`config.mk`:
```
export PLATFORM = sky130hd
export DESIGN_NAME = seg7_scan_driver_flat
export DESIGN_NICKNAME = d
export VERILOG_FILES = /design/src/rtl/seg7_scan_driver_if.sv /design/src/rtl/seg7_scan_driver.sv /design/src/flat_wrapper.sv
export SDC_FILE = /design/constraint.sdc
export NUM_CORES = 1
export LEC_CHECK = 0
export ABC_AREA = 1
export CORE_ASPECT_RATIO = 1.4
export CORE_MARGIN = 8
export CORE_UTILIZATION = 49
export CTS_CLUSTER_DIAMETER = 50
export DETAILED_ROUTE_END_ITERATION = 8
export PLACE_DENSITY = 0.75
export SLEW_MARGIN = 15
export SYNTH_ARGS = -nofsm -noshare
export SYNTH_HDL_FRONTEND = slang
export SYNTH_SLANG_ARGS = --single-unit
```
`constraint.sdc`:
```
create_clock -name clk -period 2.05 [get_ports clk]
set_clock_uncertainty 0.1 [all_clocks]
set_input_delay 0.205 -clock clk [delete_from_list [all_inputs] [get_ports clk]]
set_output_delay 0.205 -clock clk [all_outputs]
set_load 0.02 [all_outputs]
```
`src/rtl/seg7_scan_driver_if.sv`:
```
// seg7_if: display bus between the processor top level and the scan driver.
//
// Signalling: this is a strobe/level bus, not a valid/ready handshake.
// 'load' is a one-cycle capture strobe that is always accepted, with no
// backpressure. 'din' and 'dp_in' are sampled on any edge where 'load' is
// high. 'blank' is a level that is not captured. 'an', 'seg' and 'dp' are
// registered, active-low board outputs.
interface seg7_if;
    logic [15:0] din;
    logic        load;
    logic [3:0]  dp_in;
    logic        blank;
    logic [3:0]  an;
    logic [6:0]  seg;
    logic        dp;

    modport master (
        output din, load, dp_in, blank,
        input  an, seg, dp
    );

    modport slave (
        input  din, load, dp_in, blank,
        output an, seg, dp
    );
endinterface

```
`src/rtl/seg7_scan_driver.sv`:
```
// seg7_scan_driver: four-digit time-multiplexed seven-segment driver.
//
// The driver captures a 16-bit display word and a 4-bit decimal-point mask
// on 'load'. It then scans one hex digit at a time, giving each digit
// REFRESH_DIV cycles. The first GUARD cycles of every slot keep all anodes
// off so that the previous digit's segments do not ghost onto the next
// digit. All board outputs are registered and active-low.
//
// Optional build macro:
//   SEG7_LZB_EN - leading-zero blanking. Digits 3..1 go dark when their
//                 nibble and every higher nibble are zero. Digit 0 is never
//                 blanked. Anode timing and dp are unaffected.
module seg7_scan_driver #(
    parameter int REFRESH_DIV = 100000,
    parameter int GUARD       = 4
) (
    input  logic  clk,
    input  logic  rst,
    seg7_if.slave bus
);

    localparam int CW = (REFRESH_DIV > 2) ? $clog2(REFRESH_DIV) : 1;
    localparam logic [CW-1:0] CNT_LAST = CW'(REFRESH_DIV - 1);
    localparam logic [CW-1:0] GUARD_C  = CW'(GUARD);

    // Elaboration-time parameter sanity checks.
    if (REFRESH_DIV < 2) begin : g_bad_div
        $error("seg7_scan_driver: REFRESH_DIV must be at least 2");
    end
    if (GUARD < 0 || GUARD >= REFRESH_DIV) begin : g_bad_guard
        $error("seg7_scan_driver: GUARD must satisfy 0 <= GUARD < REFRESH_DIV");
    end

    // Hex font, active-low, bit order {g,f,e,d,c,b,a}.
    function automatic logic [6:0] hex_font(input logic [3:0] nib);
        logic [6:0] f;
        case (nib)
            4'h0: f = 7'b1000000;
            4'h1: f = 7'b1111001;
            4'h2: f = 7'b0100100;
            4'h3: f = 7'b0110000;
            4'h4: f = 7'b0011001;
            4'h5: f = 7'b0010010;
            4'h6: f = 7'b0000010;
            4'h7: f = 7'b1111000;
            4'h8: f = 7'b0000000;
            4'h9: f = 7'b0010000;
            4'hA: f = 7'b0001000;
            4'hB: f = 7'b0000011;
            4'hC: f = 7'b1000110;
            4'hD: f = 7'b0100001;
            4'hE: f = 7'b0000110;
            default: f = 7'b0001110;
        endcase
        return f;
    endfunction

    logic [15:0]   shadow;
    logic [3:0]    shadow_dp;
    logic [CW-1:0] cnt;
    logic [1:0]    idx;

    logic [3:0]    an_q;
    logic [6:0]    seg_q;
    logic          dp_q;

    logic [3:0]    cur_nib;
    logic [3:0]    lz_dark;
    logic          in_guard;
    logic [6:0]    digit_seg;

    assign bus.an  = an_q;
    assign bus.seg = seg_q;
    assign bus.dp  = dp_q;

    // Shadow register: captures the display word and dp mask on load.
    always_ff @(posedge clk or posedge rst) begin
        if (rst) begin
            shadow    <= 16'h0000;
            shadow_dp <= 4'b0000;
        end else if (bus.load) begin
            shadow    <= bus.din;
            shadow_dp <= bus.dp_in;
        end
    end

    // Free-running scan: the slot counter wraps and advances the digit
    // index. Load and blank never touch it.
    always_ff @(posedge clk or posedge rst) begin
        if (rst) begin
            cnt <= '0;
            idx <= 2'd0;
        end else if (cnt == CNT_LAST) begin
            cnt <= '0;
            idx <= idx + 2'd1;
        end else begin
            cnt <= cnt + 1'b1;
        end
    end

    // Select the nibble of the digit currently being scanned.
    always_comb begin
        cur_nib = shadow[3:0];
        case (idx)
            2'd0: cur_nib = shadow[3:0];
            2'd1: cur_nib = shadow[7:4];
            2'd2: cur_nib = shadow[11:8];
            2'd3: cur_nib = shadow[15:12];
            default: cur_nib = shadow[3:0];
        endcase
    end

    // Per-digit leading-zero mask. It is all zero unless blanking is built in.
    always_comb begin
        lz_dark = 4'b0000;
`ifdef SEG7_LZB_EN
        lz_dark[3] = (shadow[15:12] == 4'h0);
        lz_dark[2] = (shadow[15:8]  == 8'h00);
        lz_dark[1] = (shadow[15:4]  == 12'h000);
        lz_dark[0] = 1'b0;
`endif
    end

    // Segment pattern for the current digit, after optional zero blanking.
    always_comb begin
        in_guard  = (cnt < GUARD_C);
        digit_seg = lz_dark[idx] ? 7'b1111111 : hex_font(cur_nib);
    end

    // Registered board outputs. They reflect the scan state and shadow as
    // they stood before this edge, so they lag the counter by one cycle.
    always_ff @(posedge clk or posedge rst) begin
        if (rst) begin
            an_q  <= 4'b1111;
            seg_q <= 7'b1111111;
            dp_q  <= 1'b1;
        end else if (bus.blank || in_guard) begin
            an_q  <= 4'b1111;
            seg_q <= 7'b1111111;
            dp_q  <= 1'b1;
        end else begin
            an_q  <= ~(4'b0001 << idx);
            seg_q <= digit_seg;
            dp_q  <= ~shadow_dp[idx];
        end
    end

endmodule

```
`src/flat_wrapper.sv`:
```
// flat-port wrapper written by rule: the top's interface ports become plain ports
module seg7_scan_driver_flat 
#(
    parameter int REFRESH_DIV = 100000,
    parameter int GUARD       = 4
)
  (clk, rst, bus_din, bus_load, bus_dp_in, bus_blank, bus_an, bus_seg, bus_dp);
  seg7_if bus_i ();
  input  logic clk;
  input  logic rst;
  input wire logic [$bits(bus_i.din)-1:0] bus_din;
  input wire logic [$bits(bus_i.load)-1:0] bus_load;
  input wire logic [$bits(bus_i.dp_in)-1:0] bus_dp_in;
  input wire logic [$bits(bus_i.blank)-1:0] bus_blank;
  output wire logic [$bits(bus_i.an)-1:0] bus_an;
  output wire logic [$bits(bus_i.seg)-1:0] bus_seg;
  output wire logic [$bits(bus_i.dp)-1:0] bus_dp;
  assign bus_i.din = bus_din;
  assign bus_i.load = bus_load;
  assign bus_i.dp_in = bus_dp_in;
  assign bus_i.blank = bus_blank;
  assign bus_an = bus_i.an;
  assign bus_seg = bus_i.seg;
  assign bus_dp = bus_i.dp;
  seg7_scan_driver #(.REFRESH_DIV(REFRESH_DIV), .GUARD(GUARD)) u_core (.clk(clk), .rst(rst), .bus(bus_i));
endmodule
```
* Word-level counts from Yosys, hierarchy flattened
Memory sizes are Yosys's and may differ from the RTL's.
Index checks and enable logic that the tools add are counted.
** Word-level totals
- Flip-flop bits (word level) :: 51
- Memories :: 1
- Word-level logic and storage cells :: 31
- Bits of input ports :: 24
- ROM bits :: 112
** Cells by class
- Bitwise logic cells :: 2
- Equal/unequal tests :: 4
- $lt $le $gt $ge :: 2
- Add/sub/neg operators :: 2
- Muxes and demuxes :: 10
- Shift operators :: 1
- Reductions and logical operators :: 2
** Memories
- (no name shown) :: words 16, width 7, read ports 1, clocked after memory_dff 0, wr ports 0, line seg7_scan_driver.sv:37 : case (nib)
** Operator list (number)
- 17-bit by 1-bit adder with 17-bit output (second input constant) :: 1
- 17-bit == test (second input constant) :: 1
- 17-bit by 3-bit < comparator with 1-bit output (second input constant) :: 1
- 17-bit two-way mux :: 1
- 4-bit case mux with 4 select lines :: 1
- 7-bit two-way mux :: 2
- 1-bit binary-select mux with 2-bit select :: 2
- 2-bit == test (second input constant) :: 2
- 4-bit two-way mux :: 1
- 4-bit NOT :: 1
- 1-bit by 2-bit left shift with 4-bit output (first input constant) :: 1
- 2-bit by 3-bit < comparator with 1-bit output (second input constant) :: 1
- 1-bit two-way mux :: 3
- 2-bit by 1-bit adder with 2-bit output (second input constant) :: 1
- 2-bit by 1-bit == test with 1-bit output (second input constant) :: 1
- 2-bit zero test :: 1
- 1-bit logical OR :: 1
- 1-bit NOT :: 1

* Depth between registers and ports, before layout
Gate-level depths: netlist of the first run.
An unclocked memory read counts as a cell.
- Word-level depth :: 5
- Gate-level depth with buffers :: 11

* Worst setup path after synthesis of the first run
No wires, ideal clock.
- Path kind :: register to register
- Start :: register u_core.idx[0]
- End :: register u_core.seg_q[3], in the netlist u_core.bus.seg[3]
- Path slack :: -0.167 ns
- Data required time :: 1.870 ns
- Path buffers :: 0
- Arrival time :: 2.037 ns
- Stages on the path, launching flop included :: 12
- Setup time :: 0.080 ns
- Cell sequence :: dfrtp_1 -> inv_1 -> ha_1 -> inv_1 -> nand2_1 -> o21ai_0 -> inv_1 -> ha_1 -> nand3_1 -> nand3_1 -> nand2_1 -> nand2_1
** Between the ends
- Cells in the longest elaborated chain, start to end :: 5
- Elaborated cells on any way between the ends :: 10
- Those cells by class :: eq/ne (3); mux (5); reduce/logical (1); memory (1)
** RTL lines
- start, declared :: line seg7_scan_driver.sv:61 : logic [1:0] idx;
- start signal, assigned :: line seg7_scan_driver.sv:95 : idx <= idx + 2'd1;
- 2-bit == test (tied with other cells) :: line seg7_scan_driver.sv:104 : case (idx)
- 4-bit case mux with 4 select lines :: line seg7_scan_driver.sv:104
- memory read 16 x 7 bit
- 7-bit two-way mux * :: line seg7_scan_driver.sv:127 : digit_seg = lz_dark[idx] ? 7'b1111111 : hex_font(cur_nib);
- 7-bit two-way mux * :: line seg7_scan_driver.sv:137 : end else if (bus.blank || in_guard) begin
- end signal, assigned :: line seg7_scan_driver.sv:143 : seg_q <= digit_seg;
- end, declared :: line seg7_scan_driver.sv:64 : logic [6:0] seg_q;
Every way passes the cells marked *; elsewhere a longest branch is shown, timed or not. The select of a mux whose other input is x is not followed.
A chain may end at the register's enable or synchronous reset.

* Final worst setup path of the first run
Same ends and word-level chain as after synthesis.

==> results of run 1 <==
==> stage by stage <==
stage                     power, mW  TNS [ns]  area (um2)
after global placement         1.41         0        3180
after detailed placement       1.42         0        3180
after CTS                      2.09         0        3290
after global routing           2.17   -0.0558        3350
after floorplan                1.28         0        2690
final                          2.07         0        3350
==> Yosys cell counts, types with 2 or more instances <==
master / n
sky130_fd_sc_hd__nor3_1: 3
sky130_fd_sc_hd__inv_1: 42
sky130_fd_sc_hd__o21ai_0: 12
sky130_fd_sc_hd__nand3_1: 27
sky130_fd_sc_hd__nand4_1: 6
sky130_fd_sc_hd__o21ai_1: 2
sky130_fd_sc_hd__dfstp_2: 12
sky130_fd_sc_hd__mux2_2: 16
sky130_fd_sc_hd__nor2_1: 35
sky130_fd_sc_hd__nand2_1: 86
sky130_fd_sc_hd__nor2_2: 2
sky130_fd_sc_hd__xor2_1: 7
sky130_fd_sc_hd__a21oi_1: 4
sky130_fd_sc_hd__ha_1: 12
sky130_fd_sc_hd__buf_2: 3
sky130_fd_sc_hd__nand2_2: 3
sky130_fd_sc_hd__dfrtp_1: 39
==> worst reg2reg max path: cells and delay by family (launching register included) <==
family	cells	cell delay [ns]
flip-flops	1	0.42
AND/OR/NAND/NOR	6	0.43
buffers and inverters	2	0.25
adder cells (fa/ha/maj)	2	0.48
AO/OA/AOI/OAI	1	0.21
==> final cells by class <==
type                            count  share of cell area, %
Sequential cell                    51                   38.6
Clock buffer                        7                   3.21
Timing Repair Buffer               47                   13.5
Multi-Input combinational cell    221                   37.2
Tap cell                           68                   2.54
Clock inverter                      1                  0.149
Inverter                           43                   4.82
==> timing repair <==
item | CTS | global route
setup buffers | 0 | 4
pin swaps | 1 | 2
gates resized for setup | 0 | 11
gates cloned | 0 | 0
endpoints found under the setup margin | 1 | 7
==> metal layers <==
layer	up-vias	wire, um	track usage [%]
met5	-	0	0
met4	0	220	7.58
met3	17	231	3.37
met2	59	3540	29.8
met1	1059	2280	15.3
li1	1099	-	-
==> placed cells by master, fill, tap and decap left out, types with 3 or more instances in the layout <==
master,n
sky130_fd_sc_hd__nand2_1,85
sky130_fd_sc_hd__inv_1,38
sky130_fd_sc_hd__dfrtp_1,38
sky130_fd_sc_hd__clkdlybuf4s50_1,35
sky130_fd_sc_hd__nor2_1,33
sky130_fd_sc_hd__nand3_1,26
sky130_fd_sc_hd__mux2_2,16
sky130_fd_sc_hd__dfstp_2,12
sky130_fd_sc_hd__o21ai_0,11
sky130_fd_sc_hd__ha_1,11
sky130_fd_sc_hd__buf_4,11
sky130_fd_sc_hd__xor2_1,7
sky130_fd_sc_hd__nand4_1,6
sky130_fd_sc_hd__clkbuf_8,6
sky130_fd_sc_hd__inv_2,4
sky130_fd_sc_hd__nand2_2,4
sky130_fd_sc_hd__nor2_2,4
sky130_fd_sc_hd__a21oi_1,4
sky130_fd_sc_hd__nor3_1,3
==> registers in the layout (all words and copies together), names as in the netlist <==
register          count
u_core.cnt           17
u_core.shadow        16
u_core.bus.seg        7
u_core.bus.an         4
u_core.shadow_dp      4
u_core.idx            2
u_core.bus.dp         1
==> path summary, 6_finish.rpt <==
path | slack (ns) | cells after the start | endpoint | from
max | 0.10 | 11 | u_core.bus.seg[3] | u_core.idx[0]
min | 0.12 | 2 | u_core.shadow[4] | rst
max reg2reg | 0.10 | 11 | u_core.bus.seg[3] | u_core.idx[0]
min reg2reg | 0.39 | 1 | u_core.cnt[0] | u_core.cnt[0]
max in group asynchronous | 1.13 | 3 | u_core.bus.an[0] | rst
min in group clk | 0.38 | 3 | u_core.shadow_dp[1] | bus_dp_in[1]
==> cell families after synthesis <==
family	count (synthesis)	synth area share (%)
AOI/OAI and AO/OA	19	3.63
buffers and inverters	47	6.70
and+or+nand+nor	167	27.1
muxes	16	6.70
xor gates and xnor gates	7	2.28
adders and majority gates	12	5.58
DFF	51	48.0
==> where the power goes <==
part           internal [mW]  switching, mW  leakage, nW
Sequential              1.07         0.0280        0.611
Clock                  0.346          0.321       0.0594
Combinational          0.150          0.153        0.923
Total                   1.57          0.501         1.59
==> tab_implementation.tex, run 1 <==
\begin{tabular}{lr}
\hline
Metric & Value \\
\hline
\multicolumn{2}{l}{\textbf{Floorplan}} \\
\quad Floorplan core area & 5410 um2 \\
\quad Standard-cell row count & 32 \\
\quad Vertical extent of the die & 104 um \\
\quad Initial core utilization & 49.7\% \\
\quad Die Span X & 78.6 um \\
\quad Area enclosed by the die boundary & 8150 um2 \\
\quad Top-Level Pins & 36 \\
\multicolumn{2}{l}{\textbf{Synth}} \\
\quad Flops \& latches, synth & 51 \\
\quad Synthesized area divided by synthesized cell count & 8.43 um2 \\
\quad Share of the synthesized area in the top cell type & 36.3\% \\
\quad Primary FF master, synth & sky130\_fd\_sc\_hd\_\_dfrtp\_1 \\
\quad Sequential cell area fraction in the yosys report & 48.0\% \\
\quad Synth unique cells & 25 \\
\quad Largest cells by area after synthesis & sky130\_fd\_sc\_hd\_\_dfrtp\_1 (36\%), sky130\_fd\_sc\_hd\_\_nand2\_1 (12\%), sky130\_fd\_sc\_hd\_\_dfstp\_2 (12\%), sky130\_fd\_sc\_hd\_\_mux2\_2 (6.7\%), sky130\_fd\_sc\_hd\_\_inv\_1 (5.9\%) \\
\quad Number of flops mapped to enable cells by yosys & 0 \\
\quad Cell taking the most area after synthesis & sky130\_fd\_sc\_hd\_\_dfrtp\_1 \\
\quad Syn Nets & 355 \\
\quad Async set-reset flop share out of synthesis & 100\% \\
\quad Cells after Synth & 319 \\
\quad Post-synth design cell area & 2690 um2 \\
\quad Number of warnings issued by yosys & 0 \\
\multicolumn{2}{l}{\textbf{Global route}} \\
\quad Number of global-route vias before repair & 2342 \\
\quad Largest net degree at the start of global routing & 32 \\
\quad Antenna violations before repair & 0 \\
\quad All-Layer GR Usage & 15.7\% \\
\quad GR Overflow Total & 0 \\
\quad Global-route wire length before repair & 10400 um \\
\multicolumn{2}{l}{\textbf{Placed design}} \\
\quad IO Port Bufs & 35 \\
\quad Pre-CTS setup slack & 0.0101 ns \\
\quad GP Congestion & 0.885 \\
\quad Detail Placement HPWL & 4850 um \\
\quad Number of placed cells counting well taps & 426 \\
\multicolumn{2}{l}{\textbf{Cells and area}} \\
\quad Fraction of layout instances using a drive strength above 1 & 18.4\% \\
\quad Flip-flop and latch area & 1290 um2 \\
\quad Antenna cells & 0 \\
\quad Filler cell count & 478 \\
\quad Post-Layout Cell Count & 438 \\
\quad Final layout net count & 405 \\
\quad Final Util & 62.0\% \\
\quad Multi-input gate area & 1250 um2 \\
\quad P\&R area growth vs syn & 24.7\% \\
\multicolumn{2}{l}{\textbf{Timing}} \\
\quad Finish-stage setup viols & 0 \\
\quad Upper clock frequency limit & 0.514 GHz \\
\quad Clock period minus final worst setup slack & 1.95 ns \\
\quad Share of the cycle needed by the critical path after routing & 94.9\% \\
\quad Final Slew Violations & 0 \\
\quad Worst slew pin tran & 0.479 ns \\
\quad Number of hold violations in the final report & 0 \\
\quad Setup WS post-layout & 0.104 ns \\
\quad Worst Hold Slack & 0.120 ns \\
\quad Worst rel slew slack & 68.1\% \\
\multicolumn{2}{l}{\textbf{Clocking}} \\
\quad Cts bufs inserted & 5 \\
\quad Skew-Pair Late Insertion Delay & 0.30 ns \\
\quad Maximum count of clock buffers along a single path & 2 \\
\quad TritonCTS clock tree & yes \\
\quad Clock transition at path regs & 0.09 ns \\
\quad Cell at the root of the clock tree & sky130\_fd\_sc\_hd\_\_clkbuf\_8 \\
\quad Clock net sink count & 51 \\
\quad Hold buffer count at cts & 0 \\
\quad CTS H-tree lvls & 2 \\
\multicolumn{2}{l}{\textbf{Critical path}} \\
\quad Data required time of the worst path & 2.19 ns \\
\quad Most repeated library cell on the critical path & sky130\_fd\_sc\_hd\_\_nand2\_1 \\
\quad CP Cell Sequence & buf\_4 > ha\_1 > nand2\_1 > nand2\_1 > o21bai\_1 > ha\_1 > inv\_1 > nand3\_1 > nand3\_1 > nand2\_1 > nand2\_1 \\
\quad Kind of end point of the critical path & flip-flop \\
\quad Slowest stage cell on the critical path & sky130\_fd\_sc\_hd\_\_dfrtp\_1 \\
\quad Crit path max-delay family & adder cells \\
\quad Crit path buf inv count & 2 \\
\quad Class of the most critical setup path & reg -> reg \\
\quad Worst setup SP type & flip-flop \\
\quad Largest stage delay, worst path & 0.42 ns \\
\quad Worst Path Arrival & 2.09 ns \\
\quad Highest net fanout along the worst path & 4 \\
\multicolumn{2}{l}{\textbf{Route}} \\
\quad Via density per instance & 5.10 \\
\quad Number of DRC violations after detailed-routing iteration 0 & 80 \\
\quad Number of optimization iterations in the first detailed-route pass & 4 \\
\quad Drt drc & 0 \\
\quad Routed wirelength normalized by instance count & 14.3 um \\
\quad Vias post-DR & 2234 \\
\quad Detailed Route WL & 6270 um \\
\quad Residual antenna-violating net count after detailed routing & 0 \\
\multicolumn{2}{l}{\textbf{Run}} \\
\quad Max-cap violations & 0 \\
\multicolumn{2}{l}{\textbf{Outcome}} \\
\quad Status & finished clean \\
\multicolumn{2}{l}{\textbf{Worst hold path}} \\
\quad Worst hold-check path type & in -> async \\
\multicolumn{2}{l}{\textbf{Pwr}} \\
\quad Max IR drop VDD & 0.273 mV \\
\quad Static power due to leakage & 1.59 nW \\
\quad Power per unit of standard cell area & 618 nW/um2 \\
\hline
\end{tabular}
Power figures use the tool's default switching activity.
==> run 2, diff against run 1 <==
RECOVER_POWER = 25   (was not set)
==> run 2 against run 1 <==
Net effect:
- combinational power hardly changed
- sequential power hardly changed
- sequential share of layout area stayed put
- cell area stayed put
- via count is 0.22% lower
- register-to-register slack hardly changed
- core utilization stayed put
- clock power hardly changed
- count of clock-buffer cells in the layout stayed put
- wire length is 0.14% lower
- critical endpoint unchanged
- highest routed layer unchanged
==> tab_implementation.tex, run 2 (synthesis gave the netlist of run 1 again) <==
\begin{tabular}{lr}
\hline
Metric & Value \\
\hline
\multicolumn{2}{l}{\textbf{Cells and area}} \\
\quad Fraction of layout instances using a drive strength above 1 & 18.1\% (-0.27 points) \\
\quad Register containing the most flip-flops in the final layout & u\_core.cnt \\
\quad Final layout net count & 405 (unchanged) \\
\quad Antenna cells & 0 (unchanged) \\
\quad Number of flip-flops in the largest register & 17 (unchanged) \\
\quad P\&R area growth vs syn & 24.7\% (unchanged) \\
\quad Most frequent standard cell in the layout excluding fill and tap cells & sky130\_fd\_sc\_hd\_\_nand2\_1 \\
\quad Leading cell types in the layout, fill and taps excluded & sky130\_fd\_sc\_hd\_\_nand2\_1 (85), sky130\_fd\_sc\_hd\_\_inv\_1 (39), sky130\_fd\_sc\_hd\_\_dfrtp\_1 (38) \\
\multicolumn{2}{l}{\textbf{Run}} \\
\quad Max-cap violations & 0 (unchanged) \\
\multicolumn{2}{l}{\textbf{Pwr}} \\
\quad Static power due to leakage & 1.60 nW (about the same) \\
\quad Power per unit of standard cell area & 618 nW/um2 (about the same) \\
\quad Max IR drop VDD & 0.273 mV (unchanged) \\
\multicolumn{2}{l}{\textbf{Critical path}} \\
\quad Highest net fanout along the worst path & 4 (unchanged) \\
\quad Kind of end point of the critical path & flip-flop \\
\quad Worst Path Arrival & 2.09 ns (about the same) \\
\quad Slowest stage cell on the critical path & sky130\_fd\_sc\_hd\_\_dfrtp\_1 \\
\quad Worst setup SP type & flip-flop \\
\quad Most repeated library cell on the critical path & sky130\_fd\_sc\_hd\_\_nand2\_1 \\
\quad Largest stage delay, worst path & 0.42 ns (about the same) \\
\quad CP Cell Sequence & buf\_4 > ha\_1 > nand2\_1 > nand2\_1 > o21bai\_1 > ha\_1 > inv\_1 > nand3\_1 > nand3\_1 > nand2\_1 > nand2\_1 \\
\quad Class of the most critical setup path & reg -> reg \\
\quad Data required time of the worst path & 2.19 ns (about the same) \\
\multicolumn{2}{l}{\textbf{Floorplan}} \\
\quad Vertical extent of the die & 104 um (unchanged) \\
\quad Initial core utilization & 49.7\% (unchanged) \\
\quad Top-Level Pins & 36 (unchanged) \\
\quad Area enclosed by the die boundary & 8150 um2 (unchanged) \\
\quad Floorplan core area & 5410 um2 (unchanged) \\
\quad Standard-cell row count & 32 (unchanged) \\
\quad Die Span X & 78.6 um (unchanged) \\
\multicolumn{2}{l}{\textbf{Route}} \\
\quad Number of optimization iterations in the first detailed-route pass & 4 (unchanged) \\
\quad Detailed Route WL & 6260 um (-0.14\%) \\
\quad Via density per instance & 5.09 (-0.22\%) \\
\quad Drt drc & 0 (unchanged) \\
\quad Vias post-DR & 2229 (-0.22\%) \\
\quad Residual antenna-violating net count after detailed routing & 0 (unchanged) \\
\quad Number of DRC violations after detailed-routing iteration 0 & 80 (unchanged) \\
\quad Routed wirelength normalized by instance count & 14.3 um (-0.14\%) \\
\multicolumn{2}{l}{\textbf{Placed design}} \\
\quad Pre-CTS setup slack & 0.0101 ns (unchanged) \\
\quad Detail Placement HPWL & 4850 um (unchanged) \\
\quad IO Port Bufs & 35 (unchanged) \\
\quad GP Congestion & 0.885 (unchanged) \\
\multicolumn{2}{l}{\textbf{Clocking}} \\
\quad Hold buffer count at cts & 0 (unchanged) \\
\quad Clock net sink count & 51 (unchanged) \\
\quad TritonCTS clock tree & yes \\
\quad Maximum count of clock buffers along a single path & 2 (unchanged) \\
\quad CTS H-tree lvls & 2 (unchanged) \\
\quad Skew-Pair Late Insertion Delay & 0.30 ns (about the same) \\
\quad Clock transition at path regs & 0.09 ns (about the same) \\
\quad Cell at the root of the clock tree & sky130\_fd\_sc\_hd\_\_clkbuf\_8 \\
\quad Cts bufs inserted & 5 (unchanged) \\
\multicolumn{2}{l}{\textbf{Timing}} \\
\quad Clock period minus final worst setup slack & 1.95 ns (unchanged) \\
\quad Worst rel slew slack & 44.6\% (-23 points) \\
\quad Finish-stage setup viols & 0 (unchanged) \\
\quad Upper clock frequency limit & 0.514 GHz (unchanged) \\
\quad Worst Hold Slack & 0.379 ns (+0.260 ns) \\
\quad Final Slew Violations & 0 (unchanged) \\
\quad Worst slew pin tran & 0.830 ns (+0.351 ns) \\
\quad Setup WS post-layout & 0.104 ns (unchanged) \\
\quad Share of the cycle needed by the critical path after routing & 94.9\% (unchanged) \\
\quad Number of hold violations in the final report & 0 (unchanged) \\
\multicolumn{2}{l}{\textbf{Worst hold path}} \\
\quad Worst hold-check path type & in -> reg \\
\multicolumn{2}{l}{\textbf{Outcome}} \\
\quad Status & finished clean \\
\multicolumn{2}{l}{\textbf{Global route}} \\
\quad Antenna violations before repair & 0 (unchanged) \\
\quad GR Overflow Total & 0 (unchanged) \\
\quad Number of global-route vias before repair & 2342 (unchanged) \\
\quad Global-route wire length before repair & 10400 um (unchanged) \\
\quad All-Layer GR Usage & 15.7\% (unchanged) \\
\quad Largest net degree at the start of global routing & 32 (unchanged) \\
\hline
\end{tabular}
==> run 2: cell types whose count changed in the layout (fill, tap and decap cells not counted) <==
cell                              delta
sky130_fd_sc_hd__inv_2               -1
sky130_fd_sc_hd__clkdlybuf4s50_1     -1
sky130_fd_sc_hd__dlygate4sd3_1       +1
sky130_fd_sc_hd__inv_1               +1
==> run 2: final timing paths <==
| path | end | startpoint | cells past startpoint | slack (ns) |
|---|---|---|---|---|
| worst max register to register | u_core.bus.seg[3] | u_core.idx[0] | 11 | 0.10 |
| worst max-delay path | u_core.bus.seg[3] | u_core.idx[0] | 11 | 0.10 |
| worst min register to register | u_core.cnt[0] | u_core.cnt[0] | 1 | 0.39 |
| min in group asynchronous | u_core.shadow[4] | rst | 2 | 0.39 |
| worst min-delay path | u_core.shadow_dp[1] | bus_dp_in[1] | 3 | 0.38 |
| max in group asynchronous | u_core.bus.an[0] | rst | 3 | 0.73 |
==> run 2: repair_timing <==
action                                  4_1_cts  5_1_grt
pin swaps                                     1        2
endpoints found under the setup margin        1        7
gates cloned                                  0        0
buffers inserted                              0        4
gates resized for setup                       0       11
==> run 2: final cells by class <==
cell class / count / area, um2
Inverter: 43 / 161
Timing Repair Buffer: 47 / 453
Clock buffer: 7 / 108
Multi-Input combinational cell: 221 / 1250
Fill cell: 478 / 2050
Sequential cell: 51 / 1290
Tap cell: 68 / 85.1
Clock inverter: 1 / 5.00
==> run 2: stage by stage <==
step,std cells,setup TNS (ns),utilization [%],cell area [um2],total power [mW]
6_report,438,0,62.0,3350,2.07
5_1_grt,438,-0.0558,62.0,3350,2.17
4_1_cts,434,0,60.9,3290,2.09
3_5_place_dp,426,0,58.9,3180,1.42
3_3_place_gp,426,0,58.9,3180,1.41
2_1_floorplan,319,0,-,2690,1.28
==> run 2: critical path, delay by kind of cell (launching register included) <==
kind,cells,cell delay (ns)
and+or+nand+nor,6,0.42
AOI/OAI and AO/OA,1,0.20
adders and majority gates,2,0.48
DFF,1,0.42
buffers and inverters,2,0.25
==> run 2: where the power goes <==
group | internal, mW | switching, mW
sequential | 1.07 | 0.0280
clock | 0.346 | 0.321
combinational | 0.150 | 0.152
total | 1.57 | 0.501
==> run 2: routing by layer <==
layer / GRT usage [%] / wire length (um)
met4: 7.58 / 220
met3: 3.37 / 226
met5: 0 / 0
met2: 29.8 / 3530
met1: 15.3 / 2280
